`src/rtl/rp_acq_pkg.sv`:
```
// Acquisition-control shared types: FSM state encoding and trigger source codes.
// Pure definitions, no logic; no latency or flow-control implications.
package rp_acq_pkg;

  typedef enum logic [2:0] {
    ST_IDLE = 3'd0,
    ST_PRE  = 3'd1,
    ST_ARM  = 3'd2,
    ST_POST = 3'd3,
    ST_DONE = 3'd4
  } acq_state_e;

  // 0 disables triggering; 2..13 are rising/falling edges of the named source
  localparam logic [3:0] TRG_SRC_NONE    = 4'd0;
  localparam logic [3:0] TRG_SRC_MANUAL  = 4'd1;
  localparam logic [3:0] TRG_SRC_CHA_PE  = 4'd2;
  localparam logic [3:0] TRG_SRC_CHA_NE  = 4'd3;
  localparam logic [3:0] TRG_SRC_CHB_PE  = 4'd4;
  localparam logic [3:0] TRG_SRC_CHB_NE  = 4'd5;
  localparam logic [3:0] TRG_SRC_EXT_PE  = 4'd6;
  localparam logic [3:0] TRG_SRC_EXT_NE  = 4'd7;
  localparam logic [3:0] TRG_SRC_ASG_PE  = 4'd8;
  localparam logic [3:0] TRG_SRC_ASG_NE  = 4'd9;
  localparam logic [3:0] TRG_SRC_CHC_PE  = 4'd10;
  localparam logic [3:0] TRG_SRC_CHC_NE  = 4'd11;
  localparam logic [3:0] TRG_SRC_CHD_PE  = 4'd12;
  localparam logic [3:0] TRG_SRC_CHD_NE  = 4'd13;

  function automatic logic state_is_busy(acq_state_e s);
    return (s == ST_PRE) || (s == ST_ARM) || (s == ST_POST);
  endfunction

endpackage

```
`src/rtl/rp_acq_cnt.sv`:
```
// Sample counter with synchronous clear (wins over enable) and combinational equality match.
// Count updates 1 cycle after enable; match reflects the registered count; no backpressure.
module rp_acq_cnt #(
  parameter int W = 32
) (
  input  logic         clk_i,
  input  logic         rstn_i,
  input  logic         clr_i,
  input  logic         en_i,
  input  logic [W-1:0] cmp_i,
  output logic [W-1:0] cnt_o,
  output logic         match_o
);

  always_ff @(posedge clk_i or negedge rstn_i) begin
    if (!rstn_i) begin
      cnt_o <= '0;
    end else if (clr_i) begin
      cnt_o <= '0;
    end else if (en_i) begin
      cnt_o <= cnt_o + W'(1);
    end
  end

  assign match_o = (cnt_o == cmp_i);

endmodule

```
`src/rtl/rp_acq_ctrl.sv`:
```
// Acquisition FSM (IDLE->PRE->ARM->POST->DONE); all pulses registered, 1 cycle after the cause; no backpressure.
// Define ACQ_TIMESTAMP_EN to add a free-running cycle counter captured on the accepted trigger (trig_ts_o).
module rp_acq_ctrl
  import rp_acq_pkg::*;
#(
  parameter int CNT_W = 32
) (
  input  logic             adc_clk_i,
  input  logic             adc_rstn_i,
  input  logic             arm_i,
  input  logic             stop_i,
  input  logic             dly_valp_i,
  input  logic             trig_i,
  input  logic [3:0]       cfg_src_i,
  input  logic [CNT_W-1:0] cfg_pre_i,
  input  logic [CNT_W-1:0] cfg_post_i,
  output logic             set_trg_new_o,
  output logic [3:0]       set_trg_src_o,
  output logic             trig_dis_clr_o,
  output logic             adc_rst_do_o,
  output logic             adc_dly_do_o,
  output logic [2:0]       state_o,
  output logic             busy_o,
  output logic             done_o
`ifdef ACQ_TIMESTAMP_EN
  ,
  output logic [CNT_W-1:0] trig_ts_o
`endif
);

  acq_state_e       state;
  logic [3:0]       src_lat;
  logic [CNT_W-1:0] pre_lat;
  logic [CNT_W-1:0] post_lat;

  logic             abort;
  logic             arm_acc;
  logic             trig_acc;
  logic             cnt_clr;
  logic             cnt_en;
  logic             cnt_match;
  logic [CNT_W-1:0] cnt_cmp;
  logic [CNT_W-1:0] cnt_val;

  // stop outranks every other event, except in IDLE where it is meaningless
  assign abort    = stop_i && (state != ST_IDLE);
  assign arm_acc  = arm_i && !abort && ((state == ST_IDLE) || (state == ST_DONE));
  assign trig_acc = trig_i && !abort && (state == ST_ARM);

  assign cnt_clr = arm_acc || trig_acc;
  assign cnt_en  = dly_valp_i && !cnt_match && ((state == ST_PRE) || (state == ST_POST));
  assign cnt_cmp = (state == ST_PRE) ? pre_lat : post_lat;

  rp_acq_cnt #(
    .W (CNT_W)
  ) u_smp_cnt (
    .clk_i   (adc_clk_i),
    .rstn_i  (adc_rstn_i),
    .clr_i   (cnt_clr),
    .en_i    (cnt_en),
    .cmp_i   (cnt_cmp),
    .cnt_o   (cnt_val),
    .match_o (cnt_match)
  );

  always_ff @(posedge adc_clk_i or negedge adc_rstn_i) begin
    if (!adc_rstn_i) begin
      state          <= ST_IDLE;
      src_lat        <= '0;
      pre_lat        <= '0;
      post_lat       <= '0;
      set_trg_new_o  <= 1'b0;
      set_trg_src_o  <= '0;
      trig_dis_clr_o <= 1'b0;
      adc_rst_do_o   <= 1'b0;
      adc_dly_do_o   <= 1'b0;
    end else begin
      set_trg_new_o  <= 1'b0;
      trig_dis_clr_o <= 1'b0;
      adc_rst_do_o   <= 1'b0;
      adc_dly_do_o   <= 1'b0;
      if (abort) begin
        state        <= ST_IDLE;
        adc_rst_do_o <= 1'b1;
      end else begin
        case (state)
          ST_IDLE, ST_DONE: begin
            if (arm_acc) begin
              src_lat        <= cfg_src_i;
              pre_lat        <= cfg_pre_i;
              post_lat       <= cfg_post_i;
              trig_dis_clr_o <= 1'b1;
              state          <= ST_PRE;
            end
          end
          ST_PRE: begin
            if (cnt_match) begin
              set_trg_new_o <= 1'b1;
              set_trg_src_o <= src_lat;
              state         <= ST_ARM;
            end
          end
          ST_ARM: begin
            if (trig_acc) state <= ST_POST;
          end
          ST_POST: begin
            if (cnt_match) begin
              adc_dly_do_o <= 1'b1;
              state        <= ST_DONE;
            end
          end
          default: state <= ST_IDLE;
        endcase
      end
    end
  end

  assign state_o = state;
  assign busy_o  = state_is_busy(state);
  assign done_o  = (state == ST_DONE);

`ifdef ACQ_TIMESTAMP_EN
  logic [CNT_W-1:0] ts_cnt;

  always_ff @(posedge adc_clk_i or negedge adc_rstn_i) begin
    if (!adc_rstn_i) begin
      ts_cnt    <= '0;
      trig_ts_o <= '0;
    end else begin
      ts_cnt <= ts_cnt + CNT_W'(1);
      if (trig_acc) trig_ts_o <= ts_cnt;
    end
  end
`endif

endmodule

```
`config.mk`:
```
export PLATFORM = sky130hd
export DESIGN_NAME = rp_acq_ctrl
export DESIGN_NICKNAME = d
export VERILOG_FILES = /design/src/rtl/rp_acq_pkg.sv /design/src/rtl/rp_acq_cnt.sv /design/src/rtl/rp_acq_ctrl.sv
export SDC_FILE = /design/constraint.sdc
export NUM_CORES = 1
export LEC_CHECK = 0
export BUFFER_PORTS_ARGS = -buffer_cell sky130_fd_sc_hd__buf_4
export CAP_MARGIN = 20
export CORE_MARGIN = 3
export CORE_UTILIZATION = 54
export CTS_BUF_LIST = sky130_fd_sc_hd__clkbuf_8
export DETAILED_ROUTE_END_ITERATION = 10
export GPL_TIMING_DRIVEN = 0
export MAX_ROUTING_LAYER = met4
export PLACE_DENSITY = 0.79
export SYNTH_ARGS = -nofsm -noshare
export SYNTH_HDL_FRONTEND = slang
export SYNTH_SLANG_ARGS = --single-unit
```
`constraint.sdc`:
```
create_clock -name adc_clk_i -period 2.5 [get_ports adc_clk_i]
set_clock_uncertainty 0.15 [all_clocks]
set_input_delay 0.375 -clock adc_clk_i [delete_from_list [all_inputs] [get_ports adc_clk_i]]
set_output_delay 0.375 -clock adc_clk_i [all_outputs]
set_load 0.05 [all_outputs]
```
**Yosys cells after proc, flatten, opt, wreduce, memory -nomap -nowiden**

Index checks and enable logic that the tools add are counted.

- Bits in registers: 111
- Output and inout port bits: 13
- Word-level logic and storage cells: 60

- $add $sub $neg: 1
- Equality and inequality tests: 9
- Mux-type cells: 18
- Bitwise gates (word level): 1
- Reductions and logical operators: 21

Operators with widths:

| operator | count |
|---|---|
| $mux W32 | 3 |
| $add A32 B1 Y32 const B | 1 |
| $eq A32 B32 Y1 | 1 |
| $mux W3 | 5 |
| $ne A3 B3 Y1 const B | 4 |
| $pmux W3 S4 | 1 |
| $mux W1 | 9 |
| $logic_and A1 B1 Y1 | 7 |
| $eq A3 B2 Y1 const B | 2 |
| $reduce_and A3 Y1 | 2 |
| $logic_or A1 B1 Y1 | 5 |
| $reduce_and A4 Y1 | 1 |
| $eq A3 B1 Y1 const B | 1 |
| $eq A3 B3 Y1 const B | 1 |
| $logic_not A3 Y1 | 1 |
| $reduce_bool A3 Y1 | 1 |
| $logic_not A1 Y1 | 2 |
| $reduce_bool A2 Y1 | 1 |
| $reduce_or A2 Y1 | 1 |
| $not A1 Y1 | 1 |

**Longest topological paths before layout**

Gate-level depths: netlist of the first run.

- Depth after elaboration: 8
- Depth in mapped cells: 11

**By module**

Synthesis of the first run repeated with hierarchy kept, for this count alone.

- Cell total of the unflattened synthesis: 451
- Area, all modules: 5597.9 um^2

By module, submodules not included:

| module | instances | cells each | area each (um^2) | seq. area each (um^2) |
|---|---|---|---|---|
| rp_acq_ctrl | 1 | 219 | 3410.8 | 1976.9 |
| rp_acq_cnt | 1 | 232 | 2187.1 | 800.8 |

**Least setup slack after synthesis of the first run**

Ideal clock, no wire load.

- Kind: register to register
- Start point: register state[2] (netlist: state_o[2])
- End point: register u_smp_cnt.cnt_o[4]
- Library setup time: 0.126 ns
- Arrival time: 2.785 ns
- Setup slack: -0.561 ns
- Cell stages (with the launch flop): 12
- Period minus slack after synthesis: 3.061 ns
- Cells stage by stage: dfrtp_1 > clkbuf_1 > or4bb_1 > o211ai_1 > o221ai_1 > a2111oi_2 > and4_1 > buf_4 > buf_6 > buf_6 > nor2_1 > a221o_1

- Cells in the longest elaborated chain, start to end: 7
- Elaborated cells on any way between the ends: 22

RTL lines:

| element | RTL line | source |
|---|---|---|
| start: declaration | rp_acq_ctrl.sv:31 | `acq_state_e state;` |
| start signal: assignment | rp_acq_ctrl.sv:68 | `state <= ST_IDLE;` |
| start signal: assignment | rp_acq_ctrl.sv:83 | `state <= ST_IDLE;` |
| start signal: assignment | rp_acq_ctrl.sv:93 | `state <= ST_PRE;` |
| $eq A3 B1 Y1 / $reduce_bool A3 Y1 (equally long branches) | rp_acq_ctrl.sv:51, rp_acq_ctrl.sv:52, rp_acq_ctrl.sv:46 |  |
| $mux W32 / $logic_and A1 B1 Y1 (equally long branches) | rp_acq_ctrl.sv:52, rp_acq_ctrl.sv:46 |  |
| $eq A32 B32 Y1 / $logic_not A1 Y1 (equally long branches) | rp_acq_cnt.sv:25, rp_acq_ctrl.sv:47, rp_acq_ctrl.sv:48 |  |
| $logic_not A1 Y1 (tied with other cells) | rp_acq_ctrl.sv:51 | `assign cnt_en = dly_valp_i && !cnt_match && ((state == ST_PRE) \|\| (state == ST_POST));` |
| $logic_and A1 B1 Y1 (on tied branches) | rp_acq_ctrl.sv:51, rp_acq_ctrl.sv:47, rp_acq_ctrl.sv:48 |  |
| $logic_and A1 B1 Y1 / $logic_or A1 B1 Y1 (equally long branches) | rp_acq_ctrl.sv:51, rp_acq_ctrl.sv:50 |  |
| $reduce_bool A2 Y1 (no source line) / $mux W32 (equally long branches) | n/a |  |
| end signal: assignment | rp_acq_cnt.sv:21 | `cnt_o <= cnt_o + W'(1);` |
| end: declaration | rp_acq_cnt.sv:11 | `output logic [W-1:0] cnt_o,` |

Several ways; a longest one is shown, not always the timed one.
A chain may end at the register's enable or synchronous reset.

**Final worst setup path of the first run**

- Start point: register state[2] (netlist: state_o[2])
- End point: register u_smp_cnt.cnt_o[6]

The elaborated chain is that of the path after synthesis.

==> results of run 1 <==
[power by group through the flow]
stage | Combinational (uW) | Sequential, uW | Clock, uW
floorplan | 917 | 2480 | 0
global placement | 1290 | 2570 | 0
detailed placement | 1350 | 2590 | 0
CTS | 1470 | 2560 | 1050
global route | 1700 | 2630 | 1120
finish | 1540 | 2600 | 1050
[flip-flops by register name, indices dropped and copies added (netlist names)]
register / flops
post_lat: 32
pre_lat: 32
u_smp_cnt.cnt_o: 32
set_trg_src_o: 4
src_lat: 4
state_o: 3
adc_dly_do_o: 1
adc_rst_do_o: 1
set_trg_new_o: 1
trig_dis_clr_o: 1
[cells in the mapped netlist (3+ instances only)]
master,number,area share (%)
nand2_1,205,13
dfrtp_1,111,47
nor2_1,39,2.5
clkbuf_1,35,2.2
nand3_1,35,3.0
inv_1,30,1.9
xor2_1,20,3.0
o21ai_0,18,1.5
a221o_1,16,2.7
xnor2_1,14,2.1
nand4_1,12,1.3
nor3_1,11,0.94
and2_1,9,0.96
nor4_1,9,0.96
o221ai_1,9,1.3
or4_1,8,1.0
a21oi_1,7,0.60
and3_1,7,0.75
buf_2,7,0.60
a211oi_1,5,0.64
mux2i_1,5,0.85
nor2b_1,5,0.53
or3_1,5,0.53
a222oi_1,4,0.68
mux2_2,4,0.77
o22ai_1,4,0.43
a211o_1,3,0.45
a221oi_1,3,0.45
and4_1,3,0.45
buf_6,3,0.58
nand2b_1,3,0.32
nor4bb_1,3,0.51
o211ai_1,3,0.38
o31ai_1,3,0.38
[layout by cell type, fill, tap and decap left out, types with 11 or more instances in the layout]
cell type,n
dfrtp_1,108
nand3_1,34
buf_6,11
nand2_1,203
xor2_1,20
xnor2_1,14
nand4_1,12
clkbuf_8,11
o21ai_0,15
buf_4,101
nor2_1,33
clkbuf_1,20
a221o_1,16
inv_1,30
[area by class of cell]
type / count / area (um^2)
Clock buffer: 9 / 124
Multi-Input combinational cell: 496 / 3000
Inverter: 31 / 116
Sequential cell: 111 / 2780
Tap cell: 136 / 170
Timing Repair Buffer: 117 / 988
Fill cell: 808 / 2940
Clock inverter: 6 / 57.6
Buffer: 45 / 282
[path summary, 6_finish.rpt]
check                                     from            endpoint  slack [ps]  cells after the start
worst min-delay path            cfg_post_i[29]        post_lat[29]           1                      3
worst min register to register      src_lat[3]          src_lat[3]         340                      2
max in group asynchronous           adc_rstn_i         pre_lat[30]        1130                      3
worst max register to register      state_o[2]  u_smp_cnt.cnt_o[6]        -530                     11
min in group asynchronous           adc_rstn_i  u_smp_cnt.cnt_o[9]         330                      2
worst max-delay path                state_o[2]  u_smp_cnt.cnt_o[6]        -530                     11
[worst reg2reg max path, stage by stage (launching register included)]
cell and delay, ps:
dfrtp_2 470, buf_4 160, nor4bb_4 330, a211oi_1 110, a2111o_1 430, a2111oi_4 250
and4_1 270, buf_6 170, buf_8 150, buf_8 140, nor2_2 40, a221o_1 250
[cells by family (layout without fill, tap and decap cells)]
logic type                 Yosys count  count (layout)  share of synthesized area (%)
AOI/OAI and AO/OA                   89              89                           11.8
buffers and inverters               79             208                           5.65
muxes                                9               9                           1.62
xor gates and xnor gates            34              34                           5.07
DFF                                111             111                           47.3
adders and majority gates            1               1                          0.213
and+or+nand+nor                    363             363                           28.3
[metrics by stage]
| stage | utilization, % | area [um^2] | hold WS, ps | setup slack [ps] |
|---|---|---|---|---|
| after floorplan | - | 5910 | -70.6 | -369 |
| after global placement | 64.2 | 6720 | 304 | -740 |
| after detailed placement | 64.5 | 6750 | 239 | -800 |
| after CTS | 70.6 | 7390 | 0.0764 | -470 |
| after global routing | 71.9 | 7520 | 0.395 | -582 |
| final | 71.9 | 7520 | 1.10 | -528 |
[layer usage]
layer  track usage (%)  part of all wire [%]
met5                 -                     0
met4              11.4                   3.9
met3              7.98                   8.2
met2              53.1                    48
met1              40.4                    39
[timing repair]
action                                 CTS  global route
endpoints found under the hold margin   37             6
hold buffers                             1             6
pin swaps                               24            15
resized for setup                       48            40
gates cloned                             4             0
buffers inserted                        18             6
setup endpoints to repair               41           110
==> results.toml, run 1 <==
[status]
status = "finished, violations left"
violations = "setup timing"

[worst_setup_path]
critPathCaptureType = "flop"
crit_fanout = 7
crit_path_max_incr_delay_ps = 470
critical_path_class = "reg2reg"
required_ps = 2640
crit_slowest_cell = "dfrtp_2"
path_delay_family = "compound AO/OA/AOI/OAI gates"
cp-start-kind = "flop"
cp.arrival_ps = 3170
crit_top_cell = "buf_8"
path_cells = "buf_4 -> nor4bb_4 -> a211oi_1 -> a2111o_1 -> a2111oi_4 -> and4_1 -> buf_6 -> buf_8 -> buf_8 -> nor2_2 -> a221o_1"
cp.buffers_inverters = 4

[grt]
antenna_found_initial = 0
grt_max_degree = 75
track_usage_pct = 32.8
grt_pass1_vias = 5693
grt_overflow = 0
grt_pass1_wl_um = 29200

[yosys]
synthCells = 686
synth_warnings = 0
synth-seq-cells = 111
async_reset_ff_share_pct = 100
synth.net_count = 761
synth.distinct_cells = 57
yosysSeqAreaShare_pct = 47.3
avgSynthCellArea_um2 = 8.56
synth_edf_count = 0
syn_area_mm2 = 0.00587
synth_ff_type = "dfrtp_1"

[final_layout]
layout.nets = 886
antennaDiodeCount = 0
final_layout_size_suffix_gt1_share_pct = 24.2
area_growth_pct = 28.0
finalNonFillerCells = 951

[clocking]
clk_latency_ps = 410
tritoncts = "yes"
clkSinkCount = 111
cts_made_buffers = 9
clk_pin_slew_ps = 120
cts_htree_levels = 3
clock-root-buffer = "clkbuf_8"
cts_max_path_buffers = 2

[timing]
setup_tns_ps = -18990
hold_viol_final = 0
rsz0062_at_grt = "yes"
finalCritPeriodShare_pct = 121
slew_violations = 0
max_freq_ghz = 0.330
tightest_slew_ps = 950
relSlewSlack_pct = 36.0
setup_viol = 41
min_period_ps = 3030
worst_slack_ps = -528

[route]
drt_iter0_markers = 544
ant_nets = 0
wl_per_cell_um = 19.5
via_per_inst = 6.03
first_pass_iters = 5
wl_um = 18500
drcViolationCount = 0
vias = 5730

[job]
maxCapViolations = 0

[die]
start_util_pct = 56.1
row_count = 37
dieWidth_um = 110
dieArea_mm2 = 0.0122
dieHeight_um = 110
pin_count = 87
fp.coreArea_mm2 = 0.0105

[placed_design]
dp.cells = 909
gp_congestion = 0.943
place_hpwl_um = 13000
port-buffer-count = 86

[power_and_ir_drop]
p_comb_share_pct = 29.6
leakage_uw = 0.00371
power.share.switching_pct = 37.3
p_switching_uw = 1940
p_seq_share_pct = 50.1
irDropWorstVdd_uv = 659
p_int_uw = 3250
powerDensity_mw_per_mm2 = 690
p_clk_share_pct = 20.3
fin_total_pwr_uw = 5190

[worst_hold_path]
hold_class = "in2reg"
No activity file was read; power rests on OpenSTA's default activity.
==> inputs of run 2 (changes only) <==
--- a/constraint.sdc
+++ b/constraint.sdc
@@ -3,3 +3,3 @@
 set_input_delay 0.375 -clock adc_clk_i [delete_from_list [all_inputs] [get_ports adc_clk_i]]
 set_output_delay 0.375 -clock adc_clk_i [all_outputs]
-set_load 0.05 [all_outputs]
+set_load 0.01 [all_outputs]
==> run 2 against run 1 <==
The run still ends with setup timing left. Global-route usage about the same. Critical path depth down 1. Clock power about the same. Register-to-register slack worse by 40 ps. Via count up 2.6%. Sequential share of layout area down 1.1 points. Critical path type unchanged. Largest power group unchanged. Highest routed layer unchanged.
==> results.toml, run 2 (same netlist as run 1, synthesis figures left out) <==
[status]
status = "finished, violations left"
violations = "setup timing"

[placed_design]
port-buffer-count = 86
pre_cts_ws_ps = -779
gp_congestion = 0.943
place_hpwl_um = 13100

[die]
row_count = 37
pin_count = 87
dieWidth_um = 110
dieArea_mm2 = 0.0122
dieHeight_um = 110
start_util_pct = 56.1
fp.coreArea_mm2 = 0.0105

[power_and_ir_drop]
irDropWorstVdd_uv = 630
powerDensity_mw_per_mm2 = 665
leakage_uw = 0.00384

[route]
wl_um = 18900
vias = 5878
ant_nets = 0
via_per_inst = 5.94
first_pass_iters = 8
drcViolationCount = 0
wl_per_cell_um = 19.1
drt_iter0_markers = 551

[final_layout]
final_cell_mix = "nand2_1 (204), dfrtp_1 (108), buf_4 (102)"
seq_area_mm2 = 0.00278
layout.nets = 924
fill_cells = 739
antennaDiodeCount = 0
area_growth_pct = 32.1
reg.largest.list = "post_lat x32, pre_lat x32, u_smp_cnt.cnt_o x32"
final_common_cell = "nand2_1"
multi_input_area_mm2 = 0.00290
final_layout_size_suffix_gt1_share_pct = 21.0

[clocking]
clk_latency_ps = 410
clock-root-buffer = "clkbuf_8"
cts_htree_levels = 3
clkSinkCount = 111
cts_made_buffers = 9
cts_max_path_buffers = 2
tritoncts = "yes"
clk_pin_slew_ps = 110

[grt]
grt_pass1_vias = 5658
grt_max_degree = 60
grt_pass1_wl_um = 28900
antenna_found_initial = 0
grt_overflow = 0
track_usage_pct = 32.8

[worst_setup_path]
critical_path_class = "reg2reg"
timing.rr.start = "state_o[1]"
crit_fanout = 8
startpoint = "state_o[1]"
cp-start-kind = "flop"
critPathCaptureType = "flop"
required_ps = 2660
r2r_cells = 10
cp.arrival_ps = 3230

[worst_hold_path]
worstHoldStart = "cfg_pre_i[6]"
hold_class = "in2reg"
hold-path-cell-count = 3

[timing]
slew_violations = 0
relSlewSlack_pct = 34.5
max_freq_ghz = 0.325
rsz0062_at_grt = "yes"
tightest_slew_ps = 972
setup_viol = 41
setup_tns_ps = -20300
hold_viol_final = 0
worst_slack_ps = -572
hold_ws_ps = 8.12
min_period_ps = 3070
finalCritPeriodShare_pct = 123

[job]
maxCapViolations = 0
run 2: where the power goes:
group	switching, uW	leakage, uW	internal (uW)
clock	689	0.0000958	385
combinational	834	0.00231	673
sequential	381	0.00143	2200
run 2: final timing paths:
kind                                       end  slack, ps
hold reg to reg                     src_lat[1]        350
setup / recovery           u_smp_cnt.cnt_o[24]       -570
max in group asynchronous          post_lat[9]       1070
min in group asynchronous        set_trg_new_o        400
setup reg to reg           u_smp_cnt.cnt_o[24]       -570
hold / removal                      pre_lat[6]          8
run 2: layout make-up:
| type | instances | area share (%) |
|---|---|---|
| clock buffers | 9 | 1.60 |
| inverters | 31 | 1.50 |
| plain buffers | 47 | 3.47 |
| repair buffers | 153 | 17.1 |
| clock inverters | 6 | 0.871 |
| multi-input cells | 496 | 37.4 |
| flip-flops and latches | 111 | 35.9 |
| well taps | 136 | 2.19 |
run 2: critical path: stages (launching register included):
cell	delay (ps)
dfrtp_2	470
nor3b_4	320
buf_4	170
mux2i_1	60
a2111o_1	440
a2111oi_4	330
and4_1	260
buf_6	150
buf_8	130
o21ai_2	160
o221ai_1	330
run 2: per-layer routing:
metal,track usage [%],vias to the layer above,part of all wire [%]
met5,-,-,0
met4,14.2,0,4.2
met1,40.2,2852,40
met2,52.7,285,49
met3,7.05,69,7.4
li1,-,2672,-
run 2: repair_timing:
item,CTS,global route
gates cloned,2,0
endpoints found under the setup margin,41,109
endpoints found under the hold margin,90,2
gates resized for setup,24,32
pin swaps,19,13
buffers inserted,17,7
hold buffers,39,2
run 2: per-stage QoR:
stage	cells	power, uW	cell area [um^2]	utilization [%]
3_3_place_gp	908	3840	6730	64.4
2_1_floorplan	686	3360	5920	-
5_1_grt	989	5430	7760	74.1
6_report	989	5160	7760	74.1
3_5_place_dp	909	3910	6760	64.6
4_1_cts	981	5070	7610	72.7
==> inputs of run 3 (changes only) <==
TNS_END_PERCENT = 50   (was default)
==> run 3 against run 2 <==
Hold slack lost 5.2 ps. Final area is essentially flat. Register-to-register slack lost 50 ps. Final cell count shrank 1.8%. Sequential power is essentially flat. Sequential share of layout area is essentially flat. Critical path depth shrank 2. Die area is the same. The flow still finishes with violations (setup timing). Combinational power grew 3%.
==> results.toml, run 3 (same netlist as run 1, synthesis figures left out) <==
[placed_design]
place_hpwl_um = 12800
gp_congestion = 0.940
port-buffer-count = 86

[worst_setup_path]
cp.arrival_ps = 3260
cp-start-kind = "flop"
critPathCaptureType = "flop"
path_cells = "clkbuf_1 -> and3_1 -> nand4_1 -> nor4_4 -> nand4b_1 -> o21ai_0 -> nor3_1 -> a221o_1"
crit_path_max_incr_delay_ps = 560
crit_slowest_cell = "nor4_4"
required_ps = 2640
critical_path_class = "reg2reg"
crit_fanout = 8

[final_layout]
final_cell_mix = "nand2_1 (203), dfrtp_1 (108), buf_4 (101)"
antennaDiodeCount = 0
final_layout_size_suffix_gt1_share_pct = 24.8
final_common_cell = "nand2_1"
final_core_util_pct = 74.2
layout.nets = 905
reg.largest.list = "post_lat x32, pre_lat x32, u_smp_cnt.cnt_o x32"
area_growth_pct = 32.2
fill_cells = 758

[job]
maxCapViolations = 0

[clocking]
tritoncts = "yes"
clk_pin_slew_ps = 110
cts_max_path_buffers = 2
cts_htree_levels = 3
clock-root-buffer = "clkbuf_8"
clkSinkCount = 111
cts_made_buffers = 9
clk_latency_ps = 400

[grt]
grt_pass1_vias = 5456
grt_max_degree = 60
grt_overflow = 0
track_usage_pct = 32.1
antenna_found_initial = 0
grt_pass1_wl_um = 28300

[route]
first_pass_iters = 5
wl_met3_um = 1660
drt_iter0_markers = 644
m1WireLength_um = 7310
ant_nets = 0
via_per_inst = 6.06
wl_per_cell_um = 19.5
dr.max_layer_used = "met4"
drcViolationCount = 0
wl_um = 19000
vias = 5881
met2_length_um = 9250

[die]
dieWidth_um = 110
pin_count = 87
fp.coreArea_mm2 = 0.0105
dieHeight_um = 110
dieArea_mm2 = 0.0122
start_util_pct = 56.1
row_count = 37

[power_and_ir_drop]
fin_total_pwr_uw = 5190
powerDensity_mw_per_mm2 = 668
irDropWorstVdd_uv = 706
leakage_uw = 0.00381

[timing]
finalCritPeriodShare_pct = 125
slew_violations = 0
setup_viol = 41
setup_tns_ps = -20810
rsz0062_at_grt = "yes"
worst_slack_ps = -626
max_freq_ghz = 0.320
relSlewSlack_pct = 32.7
min_period_ps = 3130
tightest_slew_ps = 999
hold_viol_final = 0

[status]
violations = "setup timing"
status = "finished, violations left"

[worst_hold_path]
hold_class = "in2reg"
-- run 3: changes by cell type in the layout (fill, tap and decap cells not counted), moves of 3 or more --
cell,previous run,this run
o221ai_1,6,2
nor2_1,36,32
o221ai_2,3,7
a211oi_1,4,1
buf_12,2,5
a211oi_2,1,4
dlygate4sd3_1,41,16
buf_6,11,17
-- run 3: where the power goes --
| part | leakage [uW] | switching [uW] | internal [uW] |
|---|---|---|---|
| combinational | 0.00228 | 846 | 712 |
| clock | 0.0000948 | 673 | 377 |
| sequential | 0.00143 | 382 | 2200 |
-- run 3: area by class of cell --
class / count / area (um^2) / area share, %
flip-flops and latches: 111 / 2780 / 35.8
plain buffers: 46 / 299 / 3.85
well taps: 136 / 170 / 2.19
clock inverters: 7 / 56.3 / 0.726
repair buffers: 135 / 1170 / 15.1
clock buffers: 9 / 124 / 1.60
inverters: 31 / 116 / 1.50
multi-input cells: 496 / 3040 / 39.2
-- run 3: worst paths after layout --
kind | slack, ps | to | depth (start not counted) | startpoint
hold / removal | 3 | pre_lat[1] | 3 | cfg_pre_i[1]
setup / recovery | -630 | u_smp_cnt.cnt_o[30] | 8 | u_smp_cnt.cnt_o[10]
hold reg to reg | 330 | src_lat[3] | 2 | src_lat[3]
min in group asynchronous | 410 | post_lat[26] | 2 | adc_rstn_i
max in group asynchronous | 1060 | set_trg_src_o[3] | 3 | adc_rstn_i
setup reg to reg | -630 | u_smp_cnt.cnt_o[30] | 8 | u_smp_cnt.cnt_o[10]
-- run 3: repair_timing --
item	in CTS	in global routing
gates cloned	5	1
endpoints found under the hold margin	64	3
hold buffers	13	3
setup buffers	15	14
setup endpoints to repair	41	101
pin swaps	23	28
gates resized for setup	41	72
-- run 3: critical path, delay by kind of cell, from the launching register on --
family | cells | cell delay [ps]
AND/OR/NAND/NOR | 5 | 1560
AO/OA/AOI/OAI | 2 | 530
buffers and inverters | 1 | 430
flip-flops | 1 | 330
-- run 3: per-layer routing --
metal	track usage, %	up-vias
met4	12.3	0
met5	-	-
met3	6.46	75
met2	50.8	337
li1	-	2632
met1	40.9	2837
-- run 3: metrics by stage --
| stage | hold WS, ps | std cells | instance area [um^2] | setup WS [ps] |
|---|---|---|---|---|
| 2_1_floorplan | -70.6 | 686 | 5900 | -230 |
| 3_3_place_gp | 305 | 908 | 6720 | -738 |
| 3_5_place_dp | 315 | 909 | 6750 | -804 |
| 4_1_cts | 0.417 | 958 | 7410 | -544 |
| 5_1_grt | 3.28 | 971 | 7760 | -687 |
| 6_report | 2.94 | 971 | 7760 | -626 |
